==> config.mk <==
export PLATFORM = sky130hd
export DESIGN_NAME = player_anim_sequencer
export DESIGN_NICKNAME = d
export VERILOG_FILES = /design/src/rtl/sprite_anim_pkg.sv /design/src/rtl/anim_tick_counter.sv /design/src/rtl/player_anim_sequencer.sv
export SDC_FILE = /design/constraint.sdc
export NUM_CORES = 1
export LEC_CHECK = 0
export BUFFER_PORTS_ARGS = -buffer_cell sky130_fd_sc_hd__buf_2
export CORE_ASPECT_RATIO = 0.8
export CORE_MARGIN = 5
export CORE_UTILIZATION = 45
export DETAILED_ROUTE_END_ITERATION = 16
export SLEW_MARGIN = 20
export SYNTH_ARGS = -nofsm -noshare
export SYNTH_HDL_FRONTEND = slang
export SYNTH_SLANG_ARGS = --single-unit
==> constraint.sdc <==
create_clock -name clk -period 8.8 [get_ports clk]
set_input_delay 1.32 -clock clk [delete_from_list [all_inputs] [get_ports clk]]
set_output_delay 1.32 -clock clk [all_outputs]
set_load 0.03 [all_outputs]
==> src/rtl/sprite_anim_pkg.sv <==
// rtl/sprite_anim_pkg.sv - action codes, decoded movement and FSM state encoding for sprite animation
package sprite_anim_pkg;

    localparam logic [5:0] ACT_CODE_WALKING   = 6'b000001;
    localparam logic [5:0] ACT_CODE_CROUCHING = 6'b000010;
    localparam logic [5:0] ACT_CODE_STANDING  = 6'b100000;

    typedef enum logic [1:0] {
        STANDING  = 2'd0,
        CROUCHING = 2'd1,
        WALKING   = 2'd2
    } move_t;

    typedef enum logic [1:0] {
        S_IDLE   = 2'd0,
        S_ATTACK = 2'd1,
        S_HURT   = 2'd2
    } state_t;

    // Anything that is not an explicit walk or crouch code falls back to standing.
    function automatic move_t decode_action(input logic [5:0] code);
        case (code)
            ACT_CODE_WALKING:   return WALKING;
            ACT_CODE_CROUCHING: return CROUCHING;
            ACT_CODE_STANDING:  return STANDING;
            default:            return STANDING;
        endcase
    endfunction

endpackage

==> src/rtl/anim_tick_counter.sv <==
// rtl/anim_tick_counter.sv - cycle counter that strobes tick_o on the last cycle of each period
module anim_tick_counter #(
    parameter int  PERIOD = 4,
    localparam int W      = (PERIOD > 1) ? $clog2(PERIOD) : 1
) (
    input  logic         clk,
    input  logic         rst_l,
    input  logic         clr_i,
    input  logic         en_i,
    input  logic [W-1:0] last_i,
    output logic         tick_o
);

    logic [W-1:0] cnt_q;

    assign tick_o = en_i && !clr_i && (cnt_q == last_i);

    // The terminal value is an explicit compare, so the count never wraps on its own.
    always_ff @(posedge clk) begin
        if (!rst_l) begin
            cnt_q <= '0;
        end else if (clr_i) begin
            cnt_q <= '0;
        end else if (en_i) begin
            cnt_q <= (cnt_q == last_i) ? '0 : cnt_q + W'(1);
        end
    end

endmodule

==> src/rtl/player_anim_sequencer.sv <==
// rtl/player_anim_sequencer.sv - selects the player sprite frame from locomotion, attack and hurt events
module player_anim_sequencer
    import sprite_anim_pkg::*;
#(
    parameter int WALK_FRAMES   = 2,
    parameter int ATTACK_FRAMES = 2,
    parameter int HIT_FRAME     = 1,
    parameter int FRAME_CYCLES  = 16_650_000,
    parameter int WALK_CYCLES   = 15_000_000,
    parameter int HURT_CYCLES   = 25_000_000,
    parameter int FID_W         = 4
) (
    input  logic             clk,
    input  logic             rst_l,
    input  logic [6:0]       action,
    input  logic             attack_grant,
    input  logic             damage_in,
    output logic [FID_W-1:0] frame_id,
    output logic             mirror,
    output logic             busy,
    output logic             hit_pulse,
    output logic             enemy_damage_animation
);

    localparam logic [FID_W-1:0] WALK_BASE = FID_W'(2);
    localparam logic [FID_W-1:0] ATK_BASE  = FID_W'(2 + WALK_FRAMES);
    localparam logic [FID_W-1:0] HURT_ID   = FID_W'(2 + WALK_FRAMES + ATTACK_FRAMES);

    localparam int WI_W       = $clog2(WALK_FRAMES);
    localparam int AI_W       = (ATTACK_FRAMES > 1) ? $clog2(ATTACK_FRAMES) : 1;
    localparam int WT_W       = (WALK_CYCLES > 1) ? $clog2(WALK_CYCLES) : 1;
    localparam int TMR_PERIOD = (FRAME_CYCLES > HURT_CYCLES) ? FRAME_CYCLES : HURT_CYCLES;
    localparam int TMR_W      = (TMR_PERIOD > 1) ? $clog2(TMR_PERIOD) : 1;

    localparam logic [WI_W-1:0]  WALK_LAST  = WI_W'(WALK_FRAMES - 1);
    localparam logic [AI_W-1:0]  ATK_LAST   = AI_W'(ATTACK_FRAMES - 1);
    localparam logic [AI_W-1:0]  HIT_IDX    = AI_W'(HIT_FRAME);
    localparam logic [WT_W-1:0]  WALK_TERM  = WT_W'(WALK_CYCLES - 1);
    localparam logic [TMR_W-1:0] FRAME_TERM = TMR_W'(FRAME_CYCLES - 1);
    localparam logic [TMR_W-1:0] HURT_TERM  = TMR_W'(HURT_CYCLES - 1);

    state_t           state_q, state_d;
    logic [AI_W-1:0]  atk_q, atk_d;
    logic [WI_W-1:0]  walk_idx_q, walk_idx_d;
    logic             walk_on_q, walk_on_d;
    logic             queued_q, queued_d;
    logic             facing_q, facing_d;
    logic [FID_W-1:0] frame_q, frame_d;
    logic             mirror_q, mirror_d;
    logic             busy_q, busy_d;
    logic             hit_q, hit_d;
    logic             dmg_q, dmg_d;

    move_t            move;
    logic             idle_walk, walk_en, walk_clr, walk_tick;
    logic             tmr_clr, tmr_en, tmr_tick;
    logic [TMR_W-1:0] tmr_last;
    logic             frame_change;

    assign move      = decode_action(action[5:0]);
    assign idle_walk = (state_q == S_IDLE) && (move == WALKING);
    // walk_on_q gates the first displayed walk cycle so every walk frame is held a full period.
    assign walk_en   = idle_walk && walk_on_q;
    assign walk_clr  = !idle_walk;
    assign tmr_clr   = (state_q == S_IDLE) || damage_in;
    assign tmr_en    = (state_q != S_IDLE);
    assign tmr_last  = (state_q == S_HURT) ? HURT_TERM : FRAME_TERM;

    anim_tick_counter #(.PERIOD(WALK_CYCLES)) u_walk_tick (
        .clk    (clk),
        .rst_l  (rst_l),
        .clr_i  (walk_clr),
        .en_i   (walk_en),
        .last_i (WALK_TERM),
        .tick_o (walk_tick)
    );

    anim_tick_counter #(.PERIOD(TMR_PERIOD)) u_phase_tick (
        .clk    (clk),
        .rst_l  (rst_l),
        .clr_i  (tmr_clr),
        .en_i   (tmr_en),
        .last_i (tmr_last),
        .tick_o (tmr_tick)
    );

    always_comb begin
        state_d    = state_q;
        atk_d      = atk_q;
        queued_d   = queued_q;
        facing_d   = facing_q;
        walk_idx_d = walk_idx_q;

        if (!idle_walk) begin
            walk_idx_d = '0;
        end else if (walk_tick) begin
            walk_idx_d = (walk_idx_q == WALK_LAST) ? '0 : walk_idx_q + WI_W'(1);
        end

        // Damage outranks everything, including a grant in the same cycle.
        if (damage_in) begin
            state_d  = S_HURT;
            atk_d    = '0;
            queued_d = 1'b0;
            if (state_q == S_IDLE) begin
                facing_d = action[6];
            end
        end else begin
            case (state_q)
                S_IDLE: begin
                    if (attack_grant) begin
                        state_d  = S_ATTACK;
                        atk_d    = '0;
                        queued_d = 1'b0;
                        facing_d = action[6];
                    end
                end
                S_ATTACK: begin
                    if (attack_grant && !queued_q) begin
                        queued_d = 1'b1;
                    end
                    if (tmr_tick) begin
                        if (atk_q == ATK_LAST) begin
                            atk_d    = '0;
                            queued_d = 1'b0;
                            if (!(queued_q || attack_grant)) begin
                                state_d = S_IDLE;
                            end
                        end else begin
                            atk_d = atk_q + AI_W'(1);
                        end
                    end
                end
                S_HURT: begin
                    if (tmr_tick) begin
                        state_d = S_IDLE;
                    end
                end
                default: state_d = S_IDLE;
            endcase
        end

        frame_change = (state_d == S_ATTACK) && ((state_q != S_ATTACK) || tmr_tick);
        hit_d        = frame_change && (atk_d == HIT_IDX);
        dmg_d        = (state_d == S_ATTACK) && (atk_d == HIT_IDX);
        busy_d       = (state_d != S_IDLE);
        walk_on_d    = (state_d == S_IDLE) && (move == WALKING);
        mirror_d     = (state_d == S_IDLE) ? action[6] : facing_d;

        frame_d = '0;
        case (state_d)
            S_IDLE: begin
                case (move)
                    CROUCHING: frame_d = FID_W'(1);
                    WALKING:   frame_d = WALK_BASE + FID_W'(walk_idx_d);
                    default:   frame_d = '0;
                endcase
            end
            S_ATTACK: frame_d = ATK_BASE + FID_W'(atk_d);
            S_HURT:   frame_d = HURT_ID;
            default:  frame_d = '0;
        endcase
    end

    always_ff @(posedge clk) begin
        if (!rst_l) begin
            state_q    <= S_IDLE;
            atk_q      <= '0;
            walk_idx_q <= '0;
            walk_on_q  <= 1'b0;
            queued_q   <= 1'b0;
            facing_q   <= 1'b0;
            frame_q    <= '0;
            mirror_q   <= 1'b0;
            busy_q     <= 1'b0;
            hit_q      <= 1'b0;
            dmg_q      <= 1'b0;
        end else begin
            state_q    <= state_d;
            atk_q      <= atk_d;
            walk_idx_q <= walk_idx_d;
            walk_on_q  <= walk_on_d;
            queued_q   <= queued_d;
            facing_q   <= facing_d;
            frame_q    <= frame_d;
            mirror_q   <= mirror_d;
            busy_q     <= busy_d;
            hit_q      <= hit_d;
            dmg_q      <= dmg_d;
        end
    end

    assign frame_id               = frame_q;
    assign mirror                 = mirror_q;
    assign busy                   = busy_q;
    assign hit_pulse              = hit_q;
    assign enemy_damage_animation = dmg_q;

endmodule

==> results of run 1 <==
==> final cells by class <==
| cell class | instances | area share |
|---|---|---|
| clock buffer | 12 | 0.0478 |
| timing repair buffer | 17 | 0.0246 |
| tap | 87 | 0.0315 |
| inverter | 11 | 0.0120 |
| sequential | 63 | 0.365 |
| multi-input combinational | 265 | 0.503 |
| clock inverter | 4 | 0.0152 |
==> kinds of logic (layout without fill, tap and decap cells) <==
kind of cell             count (synthesis)  in the layout  share of synthesized area
AO/OA/AOI/OAI                           25             25                     0.0613
flip-flops                              63             63                      0.404
AND/OR/NAND/NOR                        183            183                      0.327
other                                    1              1                    0.00120
XOR/XNOR                                46             46                      0.129
adder cells (fa/ha/maj)                  7              7                     0.0280
buffers and inverters                   22             44                     0.0400
multiplexers                             3              3                     0.0100
==> worst min path at each step <==
stage	startpoint	endpoint	slack, ns	cells past startpoint
2_1_floorplan	u_phase_tick.cnt_q[0]	u_phase_tick.cnt_q[0]	0.42	1
3_3_place_gp	u_phase_tick.cnt_q[0]	u_phase_tick.cnt_q[0]	0.43	1
3_5_place_dp	u_phase_tick.cnt_q[0]	u_phase_tick.cnt_q[0]	0.44	1
4_1_cts	u_phase_tick.cnt_q[0]	u_phase_tick.cnt_q[0]	0.46	1
5_1_grt	u_phase_tick.cnt_q[0]	u_phase_tick.cnt_q[0]	0.48	1
6_report	u_phase_tick.cnt_q[0]	u_phase_tick.cnt_q[0]	0.45	1
==> through the flow <==
step / power, mW / cells / utilization
CTS: 0.592 / 459 / 0.506
detailed placement: 0.322 / 443 / 0.474
finish: 0.584 / 459 / 0.506
floorplan: 0.316 / 350 / -
global placement: 0.322 / 443 / 0.474
global route: 0.612 / 459 / 0.506
==> synth_stat cells (all sizes together) (2+ instances only) <==
| library cell | number |
|---|---|
| a21oi | 4 |
| nand4 | 15 |
| nor4 | 6 |
| dfxtp | 63 |
| nor2 | 63 |
| and3 | 10 |
| nor3 | 9 |
| and4 | 3 |
| buf | 10 |
| nand3 | 22 |
| a221oi | 3 |
| nor2b | 6 |
| o21ai | 6 |
| nand4b | 2 |
| and2 | 6 |
| xor2 | 34 |
| or2 | 2 |
| a21boi | 3 |
| nor4b | 2 |
| ha | 7 |
| nand2b | 4 |
| inv | 11 |
| mux2i | 2 |
| or3 | 3 |
| nor3b | 2 |
| nand2 | 18 |
| nand3b | 3 |
| or4 | 2 |
| xnor2 | 12 |
==> power groups by stage <==
stage	combinational, mW	clock [mW]	sequential, mW
floorplan	0.0169	0	0.299
CTS	0.0250	0.276	0.290
finish	0.0245	0.268	0.291
global route	0.0279	0.293	0.291
global placement	0.0246	0	0.297
detailed placement	0.0248	0	0.297
==> flip-flops by register name (all words and copies together) (netlist names) <==
| signal | cells |
|---|---|
| u_phase_tick.cnt_q | 25 |
| u_walk_tick.cnt_q | 24 |
| frame_id | 3 |
| state_q | 2 |
| atk_q | 1 |
| busy | 1 |
| enemy_damage_animation | 1 |
| facing_q | 1 |
| hit_pulse | 1 |
| mirror | 1 |
| queued_q | 1 |
| walk_idx_q | 1 |
| walk_on_q | 1 |
==> layer usage <==
| layer | track usage | vias to the layer above |
|---|---|---|
| li1 | - | 1246 |
| met1 | 0.215 | 1122 |
| met3 | 0.0540 | 8 |
| met5 | 0 | - |
| met4 | 0.0529 | 0 |
| met2 | 0.211 | 32 |
==> metrics.md, run 1 <==
| Metric | Value |
|---|---|
| Residual DRC | 0 |
| Final Cell Area | 0.00345 mm² |
| Crit path max-delay family | simple AND/OR/NAND/NOR gates |
| P_sw | 132 µW |
| Internal power | 451 µW |
| Fin worst setup slack | 4.78 ns |
| H-tree depth | 3 |
| Worst-margin pin slew | 0.945 ns |
| Cell count after synthesis | 350 |
| Top cells by area, synth | dfxtp_1 (40%), xor2_1 (9.5%), nor2_1 (7.4%) |
| Synth area leader | dfxtp_1 |
| Setup WS pre-CTS | 4.42 ns |
| Sink Count | 63 |
| Yosys cell types | 55 |
| Top-area cell type share of the netlist area | 0.404 |
| Initial antenna violation count | 0 |
| Sequential fraction of the synthesis area | 0.404 |
| Final ANT Viol Nets | 0 |
| Worst clock skew | 0.0102 ns |
| Via count | 2,408 |
| Tcrit/Tclk final | 0.457 |
| Critical Path Sink | u_walk_tick.cnt_q[20] |
| Initial Util | 0.458 |
| Stages on the worst setup path | 9 |
| Syn Std Cell Area | 0.00312 mm² |
| Comb power frac | 0.042 |
| Syn-to-layout area delta | 10.5% |
| Vias in the first global route | 2,188 |
| Routability cong. | 0.780 |
| Post-Syn Area per Cell | 8.93 µm² |
| Drt wl/cell | 12.8 µm |
| CP Class | in2reg |
| Slew Limit Fails | 0 |
| Setup crit start kind | input pin |
| Die area | 0.00872 mm² |
| Async SR Flop Fraction | 0 |
| Drt total wl | 5.89 mm |
| Placed cell areas | 0.00323 mm² |
| Fmax | 249 MHz |
| Slowest stage cell, crit path | nand3_1 |
| Critical-path cell list | buf_2 > or4_1 > nor3b_1 > ha_1 > or3b_1 > nor2_1 > nand3_1 > nand3_1 > nor2_1 |
| Multi-input gate area | 0.00174 mm² |
| Slew Limit Headroom | 0.368 |
| Final min period | 4.02 ns |
| Cts hold-fix bufs | 0 |
| R2R cell count | 9 |
| R2R setup slack | 6.16 ns |
| # Post-CTS Setup Buffers | 0 |
| RSZ-0062 raised after global routing | no |
| DP Wirelength | 4.20 mm |
| Clock power frac | 0.460 |
| Proportion of layout cells with a drive suffix above 1 | 0.118 |
| Rows | 27 |
| Reg2reg end | hit_pulse |
| Antenna diodes | 0 |
| First-pass GRT wire length | 10.5 mm |
| Gr usage total | 0.151 |
| Grt ovf | 0 |
| Sw frac | 0.227 |
| Buf/Inv on CP | 1 |
| Setup TNS | 0 ns |
| Most common cell after layout, fill and taps aside | dfxtp_1 |
| Top layer in use | met4 |
| Final net count | 385 |
| Crit-path max FO | 24 |
| Metal2 WL | 2.54 mm |
| EDFF count, synth | 0 |
| Count of warnings emitted by yosys | 0 |
| Core Region | 0.00682 mm² |
| Yosys reg bits | 63 |
| # IOs | 19 |
| Met3 WL | 220 µm |
| CP Data Arrival Time | 4.22 ns |
| Final Hold Vio Count | 0 |
| Run status | completed |
| Die Y | 84.5 µm |
| DR pass1 iterations | 4 |
| Clock transition at the registers of the reported paths | 0.07 ns |
| CTS Root Cell | clkbuf_8 |
| CTS tree | done |
| Leak | 1.24 nW |
| Hold WC Path Type | reg2reg |
| Clock Latency Late Sink | 0.35 ns |
| R2R Path Start | state_q[1] |
| Crit path required time | 9.00 ns |
| Longest Clk Path Bufs | 2 |
| Ys flop type | dfxtp_1 |
| CP Capture Type | register |
| Metal-1 WL | 3.06 mm |
| Slowest stage delay, CP | 0.68 ns |
| Largest net degree at the start of global routing | 25 |
| Synth Net Count | 368 |
| Num CTS Buffers | 9 |
| Register area | 0.00126 mm² |
| # Max-Cap Violations | 0 |
| Critical Path Start | action[3] |
| Final Setup Violations | 0 |
| Die width | 103 µm |
| Via density | 5.25 |
| Most frequent cells in the layout | dfxtp_1 (63), nor2_1 (62), xor2_1 (34) |
| CTS resizes | 0 |
| Fillers | 674 |
| Worst hold slack | 0.452 ns |
| Cell Pwr Density | 169 mW/mm² |
| Sequential share of power | 0.498 |
| I/O Buffers | 17 |
| Worst IR Drop VDD | 91.3 µV |
| Initial DRC Count | 111 |
Note: power is estimated with default switching activity, not from simulation.
==> run 2: changes to the inputs <==
==> constraint.sdc (replaced) <==
create_clock -name clk -period 4.1 [get_ports clk]
set_input_delay 0.615 -clock clk [delete_from_list [all_inputs] [get_ports clk]]
set_output_delay 0.615 -clock clk [all_outputs]
set_load 0.03 [all_outputs]
==> run 2 against run 1 <==
Against the previous run:
- register-to-register slack got worse by 4.8 ns
- hold slack improved by 0.0022 ns
- setup slack got worse by 3.7 ns
- critical path type unchanged
- clock skew fell by 0.0044 ns
- cell count fell by 0.22%
- flip-flop and latch count did not move
- die area did not move
==> metrics.md, run 2 (synthesis results as in run 1) <==
| Metric | Value |
|---|---|
| Run status | completed |
| Via count | 2,356 (-2.2%) |
| First-pass GRT wire length | 10.5 mm (+0.53%) |
| Initial antenna violation count | 0 (unchanged) |
| Vias in the first global route | 2,243 (+2.5%) |
| Die area | 0.00872 mm² (unchanged) |
| Setup TNS | 0 ns (unchanged) |
| Worst IR Drop VDD | 190 µV (+110%) |
| H-tree depth | 3 (unchanged) |
| Setup crit start kind | input pin |
| Crit path required time | 4.32 ns (-4.68 ns) |
| Cell Pwr Density | 337 mW/mm² (+99%) |
| Max reg flops | 25 (unchanged) |
| RSZ-0062 raised after global routing | no |
| Worst hold slack | 0.455 ns (+0.00217 ns) |
| CP Capture Type | register |
| Drt total wl | 5.92 mm (+0.53%) |
| CP Data Arrival Time | 3.23 ns (-0.99 ns) |
| Leak | 1.23 nW (-0.92%) |
| DR pass1 iterations | 4 (unchanged) |
| Drt wl/cell | 12.9 µm (+0.75%) |
| Worst clock skew | 0.00583 ns (-0.00436 ns) |
| Final min period | 3.01 ns |
| Proportion of layout cells with a drive suffix above 1 | 0.111 (-0.00777) |
| Initial DRC Count | 52 (-53%) |
| Sink Count | 63 (unchanged) |
| Sequential share of power | 0.544 (+0.046) |
| Clock Latency Late Sink | 0.33 ns (-0.02 ns) |
| Syn-to-layout area delta | 9.01% |
| Clock power frac | 0.410 (-0.050) |
| # Post-CTS Setup Buffers | 0 (unchanged) |
| Num CTS Buffers | 9 (unchanged) |
| Antenna diodes | 0 (unchanged) |
| Worst-margin pin slew | 0.763 ns (-0.183 ns) |
| Most flops, register | u_phase_tick.cnt_q |
| Final Hold Vio Count | 0 (unchanged) |
| Slew Limit Headroom | 0.492 (+0.124) |
| Core Region | 0.00682 mm² (unchanged) |
| CTS Root Cell | clkbuf_8 |
| Largest net degree at the start of global routing | 25 (unchanged) |
| CP Class | in2reg |
| Residual DRC | 0 (unchanged) |
| # Max-Cap Violations | 0 (unchanged) |
| Hold WC Path Type | reg2reg |
| Sw frac | 0.230 (+0.00292) |
| Clock transition at the registers of the reported paths | 0.07 ns (about the same) |
| Grt ovf | 0 (unchanged) |
| P_sw | 263 µW (+99%) |
| Comb power frac | 0.046 (+0.004) |
| Crit-path max FO | 7 (-71%) |
| Final Setup Violations | 0 (unchanged) |
| R2R setup slack | 1.41 ns (-4.75 ns) |
| Tcrit/Tclk final | 0.734 |
| Slew Limit Fails | 0 (unchanged) |
| CTS tree | done |
| Longest Clk Path Bufs | 2 (unchanged) |
| Rows | 27 (unchanged) |
| Internal power | 884 µW (+96%) |
| I/O Buffers | 17 (unchanged) |
| Fillers | 682 (+1.2%) |
| # IOs | 19 (unchanged) |
| Die width | 103 µm (unchanged) |
| Final ANT Viol Nets | 0 (unchanged) |
| CTS resizes | 0 (unchanged) |
| Routability cong. | 0.770 (-1.3%) |
| Cts hold-fix bufs | 0 (unchanged) |
| Final net count | 386 (+0.26%) |
| DP Wirelength | 4.21 mm (+0.34%) |
| Most common cell after layout, fill and taps aside | dfxtp_1 |
| Via density | 5.14 (-1.9%) |
| Most frequent cells in the layout | dfxtp_1 (63), nor2_1 (62), xor2_1 (34) |
| Fmax | 332 MHz |
| Die Y | 84.5 µm (unchanged) |
| Gr usage total | 0.151 (-0.000722) |
| Initial Util | 0.458 (unchanged) |
-- run 2: changes by cell type in the layout (fill, tap and decap cells not counted), sizes merged --
cell      delta
buf          +1
clkinv       +1
clkinvlp     -3
bufinv       -1
clkbuf       +1
-- run 2: power by group through the flow --
stage	sequential, mW	combinational, mW	clock (mW)
after floorplan	0.642	0.0362	0
after global routing	0.625	0.0591	0.520
final	0.624	0.0529	0.470
after CTS	0.624	0.0535	0.487
after global placement	0.638	0.0528	0
after detailed placement	0.638	0.0534	0
-- run 2: worst paths after layout --
check / from / endpoint / cells after the start
max: action[3] / u_walk_tick.cnt_q[18] / 9
min reg2reg: u_phase_tick.cnt_q[0] / u_phase_tick.cnt_q[0] / 1
max reg2reg: state_q[1] / hit_pulse / 9
min: u_phase_tick.cnt_q[0] / u_phase_tick.cnt_q[0] / 1
-- run 2: worst max-delay path: stages --
cell and delay, ns:
buf_2 0.11, or4_1 0.51, nor3b_1 0.29, ha_1 0.30
or3b_1 0.51, nor4_4 0.51, nand4_1 0.17, xor2_1 0.19
nor2_2 0.04
-- run 2: stage by stage --
step	total power, mW	std cells	util	setup WS [ns]	instance area [µm²]
after floorplan	0.678	350	-	1.09	3120
after global placement	0.691	444	0.475	0.812	3240
after detailed placement	0.691	444	0.475	0.753	3240
after CTS	1.16	458	0.499	1.11	3410
after global routing	1.20	458	0.499	0.934	3410
final	1.15	458	0.499	1.09	3410
-- run 2: final cells by class --
type,instances,area (µm²),area share
tap,87,109,0.0320
sequential,63,1260,0.370
timing repair buffer,18,92.6,0.0272
inverter,11,41.3,0.0121
multi-input combinational,265,1740,0.510
clock inverter,1,5.00,0.00147
clock buffer,13,159,0.0467
-- run 2: per-layer routing --
layer,vias up,share of wire,global-route usage
met4,0,0.019,0.0612
li1,1239,-,-
met3,12,0.034,0.0473
met2,29,0.42,0.214
met1,1076,0.52,0.210
met5,-,0,0
==> run 3: changes to the inputs <==
==> constraint.sdc (replaced) <==
create_clock -name clk -period 2.5 [get_ports clk]
set_input_delay 0.375 -clock clk [delete_from_list [all_inputs] [get_ports clk]]
set_output_delay 0.375 -clock clk [all_outputs]
set_load 0.03 [all_outputs]
==> run 3 against run 2 <==
Against the previous run:
- global-route usage rose by 0.21 points
- non-clock buffer count rose by 16
- hold slack got worse by 0.15 ns
- utilization rose by 2.9 points
- design area rose by 5.7%
- clock power rose by 69%
- combinational power rose by 95%
- wire length rose by 2.2%
- first-iteration DRC count fell by 27%
- clock skew rose by 0.0019 ns
- critical path type unchanged
- largest cell class unchanged
- highest routed layer unchanged
==> metrics.md, run 3 (synthesis results as in run 1) <==
| Metric | Value |
|---|---|
| Most common cell after layout, fill and taps aside | dfxtp_1 |
| Hold Path Depth | 3 (+2) |
| Non-Filler Instances | 476 (+3.9%) |
| Grt ovf | 0 (unchanged) |
| Buf/Inv on CP | 2 (+1) |
| Placed cell count | 459 (+3.4%) |
| DP Wirelength | 4.45 mm (+5.5%) |
| Die Y | 84.5 µm (unchanged) |
| CP Capture Type | register |
| Final Cell Area | 0.00360 mm² (+5.7%) |
| Vias in the first global route | 2,294 (+2.3%) |
| Initial DRC Count | 38 (-27%) |
| CTS tree | done |
| Cell Pwr Density | 531 mW/mm² (+58%) |
| Worst-margin pin slew | 0.796 ns (+0.0332 ns) |
| CP Class | in2reg |
| Final Setup Violations | 0 (unchanged) |
| Clock transition at the registers of the reported paths | 0.07 ns (about the same) |
| Crit-path max FO | 7 (unchanged) |
| CTS Root Cell | clkbuf_8 |
| Initial antenna violation count | 0 (unchanged) |
| Final net count | 402 (+4.1%) |
| Num CTS Buffers | 9 (unchanged) |
| R2R cell count | 9 (unchanged) |
| Clock Latency Late Sink | 0.34 ns (about the same) |
| Most flops, register | u_phase_tick.cnt_q |
| Proportion of layout cells with a drive suffix above 1 | 0.175 (+0.0643) |
| Final Hold Vio Count | 0 (unchanged) |
| Worst IR Drop VDD | 357 µV (+88%) |
| R2R setup slack | 0.24 ns (-1.17 ns) |
| Syn-to-layout area delta | 15.3% |
| R2R Path Start | state_q[0] |
| Setup crit start kind | input pin |
| Die width | 103 µm (unchanged) |
| First-pass GRT wire length | 10.5 mm (-0.13%) |
| CP Data Arrival Time | 2.54 ns (-0.69 ns) |
| Crit path max-delay family | simple AND/OR/NAND/NOR gates |
| Residual DRC | 0 (unchanged) |
| Leak | 1.33 nW (+8.3%) |
| RSZ-0062 raised after global routing | no |
| Hold endpoint | facing_q |
| Critical-path cell list | buf_2 > or4_4 > nor3b_2 > ha_2 > or3b_4 > nor4_4 > buf_4 > nand4_1 > xor2_1 > nor2_2 |
| Initial Util | 0.458 (unchanged) |
| Via count | 2,446 (+3.8%) |
| Fin worst setup slack | 0.202 ns (-0.889 ns) |
| Gr usage total | 0.153 (+0.00211) |
| DR pass1 iterations | 4 (unchanged) |
| Largest net degree at the start of global routing | 15 (-40%) |
| Final min period | 2.30 ns |
| Hold WC Path Type | in2reg |
| Slowest stage cell, crit path | or4_4 |
| Tcrit/Tclk final | 0.919 |
| Placed cell areas | 0.00340 mm² (+5.0%) |
| # IOs | 19 (unchanged) |
| # Max-Cap Violations | 0 (unchanged) |
| Fmax | 435 MHz |
| Core Region | 0.00682 mm² (unchanged) |
| Drt wl/cell | 12.7 µm (-1.7%) |
| Util after Layout | 0.528 (+0.0286) |
| Sink Count | 63 (unchanged) |
| Routability cong. | 0.748 (-2.9%) |
| Crit path required time | 2.74 ns (-1.58 ns) |
| Hold path start | action[6] |
| Rows | 27 (unchanged) |
| Via density | 5.14 (-0.11%) |
| Antenna diodes | 0 (unchanged) |
| Reg2reg end | enemy_damage_animation |
| Run status | completed |
| Most frequent cells in the layout | dfxtp_1 (63), nor2_1 (61), xor2_1 (34) |
| Setup WS pre-CTS | -0.239 ns (-0.992 ns) |
| Drt total wl | 6.05 mm (+2.2%) |
| Slew Limit Fails | 0 (unchanged) |
| Longest Clk Path Bufs | 2 (unchanged) |
| H-tree depth | 3 (unchanged) |
| Stages on the worst setup path | 10 (+1) |
| Slew Limit Headroom | 0.465 (-0.0262) |
| Die area | 0.00872 mm² (unchanged) |
| Final ANT Viol Nets | 0 (unchanged) |
| Max reg flops | 25 (unchanged) |
| Slowest stage delay, CP | 0.52 ns (about the same) |
| Worst clock skew | 0.00778 ns (+0.00195 ns) |
| I/O Buffers | 17 (unchanged) |
[run 3: cell count changes in the layout (fill, tap and decap cells not counted), moves of 2 or more]
cell / change
nand3_1: -2
buf_4: +14
buf_12: +2
nand3_2: +2
[run 3: final cells by class]
| type | instances | area (µm²) |
|---|---|---|
| multi-input combinational | 265 | 1780 |
| inverter | 11 | 41.3 |
| fill | 676 | 3220 |
| clock buffer | 13 | 159 |
| timing repair buffer | 34 | 238 |
| clock inverter | 3 | 17.5 |
| tap | 87 | 109 |
| sequential | 63 | 1260 |
[run 3: worst max path at each step]
stage	from	to	slack, ns
global route	u_phase_tick.cnt_q[9]	frame_id[0]	0.03
CTS	state_q[0]	hit_pulse	0.13
finish	action[3]	u_walk_tick.cnt_q[18]	0.20
floorplan	action[3]	u_walk_tick.cnt_q[18]	-0.08
detailed placement	action[3]	u_walk_tick.cnt_q[18]	-0.24
global placement	action[3]	u_walk_tick.cnt_q[18]	-0.18
[run 3: worst min-delay path, stage by stage]
cell	delay (ns)
buf_2	0.09
mux2i_1	0.06
nor2b_1	0.09
[run 3: metal layers]
metal	track usage	vias up	routed length [µm]
met5	0	-	0
met4	0.0671	0	109
met3	0.0482	9	200
met2	0.225	25	2690
met1	0.204	1138	3050
li1	-	1274	-
[run 3: per-stage QoR]
stage | hold slack [ns] | power [mW] | setup TNS, ns
after floorplan | 0.418 | 1.11 | -0.107
after global placement | 0.431 | 1.14 | -3.68
after detailed placement | 0.441 | 1.14 | -4.86
after CTS | 0.286 | 1.94 | 0
after global routing | 0.315 | 2.00 | 0
final | 0.307 | 1.91 | 0
[run 3: timing repair]
action	CTS	global route
buffers inserted	0	1
gates resized for setup	0	3
hold buffers	0	0
setup endpoints to repair	0	4
[run 3: power breakdown]
| part | leakage [nW] | internal, mW | switching [mW] |
|---|---|---|---|
| clock | 0.0894 | 0.411 | 0.381 |
| sequential | 0.509 | 1.01 | 0.00458 |
| combinational | 0.730 | 0.0418 | 0.0610 |
